[config.mk]
export PLATFORM = sky130hd
export DESIGN_NAME = rot_imm_encoder
export DESIGN_NICKNAME = d
export VERILOG_FILES = /design/src/rtl/rot_imm_encoder_pkg.sv /design/src/rtl/rot_imm_encoder_rot_left.sv /design/src/rtl/rot_imm_encoder.sv
export SDC_FILE = /design/constraint.sdc
export NUM_CORES = 1
export LEC_CHECK = 0
export CAP_MARGIN = 20
export CORE_MARGIN = 3
export CORE_UTILIZATION = 30
export DETAILED_ROUTE_END_ITERATION = 6
export PLACE_DENSITY_LB_ADDON = 0.25
export SKIP_LAST_GASP = 1
export SLEW_MARGIN = 20
export SYNTH_ARGS = -nofsm -noshare
export SYNTH_HDL_FRONTEND = slang
export SYNTH_SLANG_ARGS = --single-unit
[constraint.sdc]
create_clock -name clk -period 3.7 [get_ports clk]
set_clock_uncertainty 0.05 [all_clocks]
set_input_delay 0.555 -clock clk [delete_from_list [all_inputs] [get_ports clk]]
set_output_delay 0.555 -clock clk [all_outputs]
set_load 0.02 [all_outputs]
[src/rtl/rot_imm_encoder_pkg.sv]
// Shared types and constants for the rotated-immediate encoder.
// Also holds the helper that tests whether a candidate fits the immediate field.
package rot_imm_encoder_pkg;

    localparam int ROT_STEPS = 16;
    localparam int IMM_W     = 8;

    typedef enum logic [1:0] {
        IDLE       = 2'd0,
        SEARCH     = 2'd1,
        SEARCH_INV = 2'd2,
        DONE       = 2'd3
    } state_t;

    // A candidate is encodable when everything above the immediate field is zero.
    function automatic logic fits_imm(input logic [31:0] cand);
        return (cand[31:IMM_W] == {(32-IMM_W){1'b0}});
    endfunction

endpackage

[src/rtl/rot_imm_encoder_rot_left.sv]
// Combinational 32-bit rotate-left by a 5-bit amount.
module rot_left (
    input  logic [31:0] i_data,
    input  logic [4:0]  i_amt,
    output logic [31:0] o_data
);

    logic [63:0] w_dbl;

    // The upper half of a doubled word shifted left is the rotation.
    assign w_dbl  = {i_data, i_data} << i_amt;
    assign o_data = w_dbl[63:32];

endmodule

[src/rtl/rot_imm_encoder.sv]
// Searches for the {rot, imm8} pair whose rotate-right reproduces a 32-bit value,
// optionally retrying on the complement of the value.
module rot_imm_encoder
    import rot_imm_encoder_pkg::*;
(
    input  logic        clk,
    input  logic        reset,
    input  logic        start,
    input  logic [31:0] value,
    input  logic        allow_inv,
    output logic        busy,
    output logic        done,
    output logic        found,
    output logic        inv,
    output logic [3:0]  rot,
    output logic [7:0]  imm8
);

    state_t      r_state;
    logic [3:0]  r_rot_cnt;
    logic [31:0] r_value;
    logic        r_allow_inv;
    logic        r_busy;
    logic        r_done;
    logic        r_found;
    logic        r_inv;
    logic [3:0]  r_rot;
    logic [7:0]  r_imm8;

    logic [31:0] w_src;
    logic [31:0] w_cand;
    logic        w_hit;
    logic        w_last;

    assign w_src  = (r_state == SEARCH_INV) ? ~r_value : r_value;
    assign w_hit  = fits_imm(w_cand);
    assign w_last = (r_rot_cnt == 4'(ROT_STEPS - 1));

    rot_left u_rot_left (
        .i_data (w_src),
        .i_amt  ({r_rot_cnt, 1'b0}),
        .o_data (w_cand)
    );

    // Search FSM with counter, input latches and registered result outputs.
    always_ff @(posedge clk or posedge reset) begin
        if (reset) begin
            r_state     <= IDLE;
            r_rot_cnt   <= 4'd0;
            r_value     <= 32'd0;
            r_allow_inv <= 1'b0;
            r_busy      <= 1'b0;
            r_done      <= 1'b0;
            r_found     <= 1'b0;
            r_inv       <= 1'b0;
            r_rot       <= 4'd0;
            r_imm8      <= 8'd0;
        end else begin
            case (r_state)
                IDLE: begin
                    r_done <= 1'b0;
                    if (start) begin
                        r_state     <= SEARCH;
                        r_value     <= value;
                        r_allow_inv <= allow_inv;
                        r_rot_cnt   <= 4'd0;
                        r_busy      <= 1'b1;
                        r_found     <= 1'b0;
                        r_inv       <= 1'b0;
                        r_rot       <= 4'd0;
                        r_imm8      <= 8'd0;
                    end else begin
                        r_state <= IDLE;
                    end
                end
                SEARCH, SEARCH_INV: begin
                    if (w_hit) begin
                        r_state <= DONE;
                        r_busy  <= 1'b0;
                        r_done  <= 1'b1;
                        r_found <= 1'b1;
                        r_inv   <= (r_state == SEARCH_INV);
                        r_rot   <= r_rot_cnt;
                        r_imm8  <= w_cand[IMM_W-1:0];
                    end else if (w_last) begin
                        r_rot_cnt <= 4'd0;
                        // Only the plain pass may fall through to the complement pass.
                        if ((r_state == SEARCH) && r_allow_inv) begin
                            r_state <= SEARCH_INV;
                        end else begin
                            r_state <= DONE;
                            r_busy  <= 1'b0;
                            r_done  <= 1'b1;
                            r_found <= 1'b0;
                            r_inv   <= 1'b0;
                            r_rot   <= 4'd0;
                            r_imm8  <= 8'd0;
                        end
                    end else begin
                        r_rot_cnt <= r_rot_cnt + 4'd1;
                    end
                end
                DONE: begin
                    r_state <= IDLE;
                    r_done  <= 1'b0;
                end
                default: begin
                    r_state   <= IDLE;
                    r_rot_cnt <= 4'd0;
                    r_busy    <= 1'b0;
                    r_done    <= 1'b0;
                end
            endcase
        end
    end

    assign busy  = r_busy;
    assign done  = r_done;
    assign found = r_found;
    assign inv   = r_inv;
    assign rot   = r_rot;
    assign imm8  = r_imm8;

endmodule

==> reports/results.txt, run 1 <==
status: finished, final reports clean
Worst-path clk slew: 0.07 ns
combinational share of power: 65.3%
Hold Vio Cnt, Final: 0
Post-CTS Repair Setup Buffers: 0
post-synthesis mux area share: 22.3%
Avg Cell Area, Syn: 9.27 µm²
Synth Flop Type: dfrtp_1
# setup viols final: 0
post-synthesis sequential area ratio: 27.5%
ant diodes: 0
# fillers: 1645
Final period util: 91.5%
Hold Path Class: reg2reg
Mapped Area: 5010 µm²
Peak VDD IR: 0.438 mV
main combinational cell family by area after synthesis: multiplexers
Post-synth top cells: 55 x dfrtp_1, 49 x mux2_2, 31 x and3_1, 30 x nor3_1, 28 x clkbuf_1
final instance area: 5830 µm²
switching power: 2.92 mW
Hold Path Depth: 1
Seq. cell area: 1380 µm²
WP data arrival: 3.57 ns
CTS sink count: 55
Total GRT Usage: 16.8%
DP Area: 5660 µm²
Vias: 4548
Synth Area in Compound Gates: 21.2%
DRT Pass-1 Iters: 5
Slew Limit Fails: 0
worst-case reg-to-reg path depth: 9
multi-input logic area: 3280 µm²
number of global-route vias before repair: 4545
worst-skew pair later-pin latency: 0.31 ns
Post-Route Utilization: 36.2%
first-pass GRT wire length: 24800 µm
share of the synthesized area in the top cell type: 27.5%
antenna violations before repair: 0
IO Count: 52
CTS root buffer: clkbuf_16
IO buf count: 51
post-synthesis xor/xnor area fraction: 2.62%
internal power: 2.91 mW
slew margin rel.: 49.8%
CTS Hold Bufs: 0
syn nets: 581
Clock power frac: 9.8%
Req. time, crit path: 3.88 ns
Worst Tran Pin Value: 0.754 ns
Die Area: 18300 µm²
Num CTS Buffers: 5
share of cells above drive strength 1: 18.8%
worst hold start: done
top post-synthesis cells by area: dfrtp_1 27%, mux2_2 11%, mux4_2 6.3%
synthesized instance count: 541
CP Class: reg2reg
Max-Cap Viols: 0
worst-path fanout max: 25
maximum clock frequency: 295 MHz
WL per Instance: 19.3 µm
Pwr Total: 5.83 mW
Post-synth ARST share: 100%
Final Instance Count excl. Fillers: 779
post-place setup slack: 0.369 ns
Yosys reg bits: 55
area leader, netlist: dfrtp_1
# rows: 46
PwrDens: 1000 nW/µm²
synthesis-to-layout area growth: 16.3%
CTS tree: done
DR iter-0 viols: 370
detailed placement HPWL: 10500 µm
setup_tns: 0 ns
Worst Slack Setup Final: 0.315 ns
Crit. End Element: flip-flop
most common cell in the synthesized netlist: dfrtp_1
Post-CTS Resized: 0
Switching Share: 50.1%
minimum clock period: 3.39 ns
Post-synth EDFFs: 0
Synth Area in Simple Gates: 18.3%
Lkg Pwr: 2.24 nW
H-tree Lvls: 2
kind of start point of the critical path: flip-flop
die width: 135 µm
WHS Endpoint: done
DIE HEIGHT: 135 µm
DR DRC count: 0
Routed WL: 15100 µm
Clock Path Buffers: 2
number of distinct library cells after synthesis: 66
antenna-violating nets left: 0
Hold Slack: 0.458 ns
grt total ovfl: 0
Vias/cell: 5.84
RR Endpoint: r_rot_cnt[3]
R2R Path Start: r_rot_cnt[0]
initial core utilization: 31.1%
GP Congestion: 0.849
slack of the worst reg-to-reg path: 0.31 ns
yosys warns: 0
core area: 16100 µm²
NumNets Final: 602
Synth Area in Adders: 0.998%
placed cell count: 771
pin count of the biggest net entering global routing: 67
RSZ-0062 raised after global routing: false
Flop pwr share: 24.8%
## state kept, by name, summed over array words and instances, names as in the netlist
name and count:
r_value 32, imm8 8, r_rot_cnt 4, rot 4, r_state 2, busy 1, done 1, found 1
inv 1, r_allow_inv 1
## logic make-up after synthesis
logic type	after synthesis
simple gates	170
compound gates	142
mux	88
buf+inv	67
flops	55
xor+xnor	15
fa+ha+maj	4
## cell usage in the layout, fill, tap and decap left out, types with 12 or more instances in the layout
master,n
a221oi_1,15
nand2_1,24
xnor2_1,14
o21ai_0,15
mux2_2,49
a21oi_1,21
and3_1,31
dfrtp_1,53
nor3_1,30
clkdlybuf4s50_1,51
mux2i_1,25
mux4_2,14
buf_4,18
nand3_1,25
o21ai_1,12
nor2_1,20
a21boi_0,14
## worst max path at each step
stage / start / endpoint / slack, ns / cells after the start
3_5_place_dp: r_rot_cnt[0] / r_rot_cnt[3] / 0.37 / 9
5_1_grt: r_rot_cnt[0] / r_rot_cnt[3] / 0.006 / 9
6_report: r_rot_cnt[0] / r_rot_cnt[3] / 0.31 / 9
4_1_cts: r_rot_cnt[0] / r_rot_cnt[3] / 0.34 / 9
3_3_place_gp: r_rot_cnt[1] / r_state[0] / 0.41 / 9
2_1_floorplan: r_state[0] / r_rot_cnt[3] / 0.91 / 13
## power groups by stage
stage	logic, mW	clock network [mW]	registers [mW]
2_1_floorplan	3.12	0	1.09
3_3_place_gp	3.74	0	1.43
3_5_place_dp	3.76	0	1.44
4_1_cts	3.78	0.591	1.43
5_1_grt	4.17	0.620	1.50
6_report	3.81	0.573	1.45
## cell type report
| class | instances | area share [%] |
|---|---|---|
| Timing Repair Buffer | 71 | 11.8 |
| Inverter | 10 | 0.644 |
| Clock inverter | 2 | 0.601 |
| Multi-Input combinational cell | 419 | 56.3 |
| Sequential cell | 55 | 23.6 |
| Tap cell | 216 | 4.64 |
| Clock buffer | 6 | 2.38 |
## worst max-delay path, cell delays in order (launching register included)
cell	delay, ns
dfrtp_2	0.67
buf_4	0.29
inv_2	0.25
nor3_1	0.24
a311oi_1	0.08
a221oi_1	0.53
a211oi_4	0.09
and2_1	0.31
a2111oi_0	0.57
a2bb2oi_1	0.21
## routing by layer
| layer | up-vias | part of all wire [%] | track usage [%] |
|---|---|---|---|
| met3 | 20 | 5.4 | 2.56 |
| met4 | 0 | 1.8 | 4.87 |
| li1 | 2134 | - | - |
| met2 | 163 | 46 | 26.7 |
| met1 | 2231 | 46 | 23.7 |
| met5 | - | 0 | 0 |
(Power assumes the default switching activity.)
==> inputs of run 2 (changes only) <==
CORE_MARGIN = 5   (was 3)
==> run 2 against run 1 <==
  * Maximum frequency increased by 2.4%
  * Power increased by 0.24%
  * Via count increased by 0.99%
  * Clock power decreased by 4.2%
  * Routed wire length decreased by 0.94%
  * Largest cell class unchanged
  * Sequential share of layout area decreased by 0.27 points
  * Largest power group unchanged
  * Die area increased by 6.0%
  * Sequential cell count unchanged
==> reports/results.txt, run 2 (synthesis gave the netlist of run 1 again) <==
multi-input logic area: 3280 µm²
Slew Limit Fails: 0
# fillers: 1660
number of global-route vias before repair: 4436
most common cell after layout, fill and taps aside: dfrtp_1
CP Cell Sequence: buf_4 > mux4_2 > mux2i_1 > xnor2_1 > a211oi_1 > o2111a_2 > o2bb2ai_4 > a21oi_1 > a221o_1
worst-case reg-to-reg path depth: 9
initial core utilization: 30.4%
Post-CTS Resized: 0
pin count of the biggest net entering global routing: 44
RSZ-0062 raised after global routing: false
max reg flops: 32
minimum clock period: 3.31 ns
CP max-delay cell: dfrtp_2
slack of the worst reg-to-reg path: 0.39 ns
CTS sink count: 55
WL per Instance: 18.9 µm
DP Area: 5730 µm²
Max-Cap Viols: 0
IO Count: 52
DR iter-0 viols: 314
worst-skew pair later-pin latency: 0.30 ns
Num CTS Buffers: 5
worst hold start: done
Vias/cell: 5.81
IO buf count: 51
Seq. cell area: 1380 µm²
# rows: 47
PwrDens: 991 nW/µm²
Routed WL: 14900 µm
worst-path fanout max: 23
GP Congestion: 0.880
WP data arrival: 3.45 ns
first-pass GRT wire length: 24600 µm
Lkg Pwr: 2.27 nW
Die Area: 19400 µm²
grt total ovfl: 0
status: finished, final reports clean
Peak VDD IR: 0.383 mV
NumNets Final: 610
Hold Path Class: reg2reg
Vias: 4593
Post-Route Utilization: 35.8%
RR Endpoint: r_state[0]
Total GRT Usage: 15.4%
Critical Path Max Stage Delay: 0.67 ns
Hold Vio Cnt, Final: 0
core area: 16500 µm²
WHS Endpoint: done
CTS root buffer: clkbuf_16
setup_tns: 0 ns
# setup viols final: 0
maximum clock frequency: 302 MHz
H-tree Lvls: 2
Post-CTS Repair Setup Buffers: 0
DRT Pass-1 Iters: 5
die width: 139 µm
Final period util: 89.4%
detailed placement HPWL: 10800 µm
Req. time, crit path: 3.84 ns
synthesis-to-layout area growth: 17.6%
kind of start point of the critical path: flip-flop
CP Class: reg2reg
DIE HEIGHT: 139 µm
Pwr Total: 5.84 mW
CTS tree: done
DR DRC count: 0
Worst-path clk slew: 0.07 ns
Clock Path Buffers: 2
commonest non-fill, non-tap cells in the layout: 53 x dfrtp_1, 51 x clkdlybuf4s50_1, 49 x mux2_2
Hold Path Depth: 1
Crit. End Element: flip-flop
share of cells above drive strength 1: 19.6%
Top reg by flops: r_value
Worst Tran Pin Value: 0.786 ns
Hold Slack: 0.441 ns
slew margin rel.: 47.6%
R2R Path Start: r_rot_cnt[0]
CTS Hold Bufs: 0
antenna violations before repair: 0
ant diodes: 0
final instance area: 5900 µm²
antenna-violating nets left: 0
-- run 2: worst max-delay path by stage --
| stage | startpoint | to | slack, ns | cells past startpoint |
|---|---|---|---|---|
| after floorplan | r_state[0] | r_rot_cnt[3] | 0.91 | 13 |
| after global placement | r_state[0] | r_state[0] | 0.50 | 10 |
| after detailed placement | r_rot_cnt[0] | r_state[0] | 0.40 | 9 |
| after CTS | r_rot_cnt[0] | r_state[0] | 0.38 | 9 |
| after global routing | r_rot_cnt[0] | rot[0] | 0.14 | 9 |
| final | r_rot_cnt[0] | r_state[0] | 0.39 | 9 |
-- run 2: final cells by class --
type	count	area share, %
clock inverter	1	0.509
sequential	55	23.4
multi-input combinational	419	55.7
clock buffer	7	2.25
timing repair buffer	79	12.9
tap	220	4.67
inverter	10	0.658
-- run 2: worst max-delay path, delay by kind of cell, from the launching register on --
kind,cells,cell delay (ns)
XOR/XNOR,1,0.11
flip-flops,1,0.67
AO/OA/AOI/OAI,5,1.19
buffers and inverters,1,0.38
multiplexers,2,0.78
-- run 2: stage by stage --
step	instances	worst slack, ns
6_report	791	0.394
5_1_grt	791	0.141
4_1_cts	791	0.384
3_5_place_dp	783	0.402
3_3_place_gp	783	0.499
2_1_floorplan	541	0.908
-- run 2: routing by layer --
layer | vias to the layer above | wire [µm] | share of wire [%] | track usage [%]
met1 | 2266 | 6920 | 46 | 21.4
li1 | 2148 | - | - | -
met4 | 0 | 388 | 2.6 | 5.56
met5 | - | 0 | 0 | 0
met3 | 30 | 701 | 4.7 | 2.54
met2 | 149 | 6910 | 46 | 24.1
-- run 2: where the power goes --
part	internal (mW)	switching, mW	leakage, nW
Clock	0.321	0.228	0.0781
Combinational	1.79	2.07	1.51
Sequential	0.848	0.589	0.681
Total	2.95	2.89	2.27
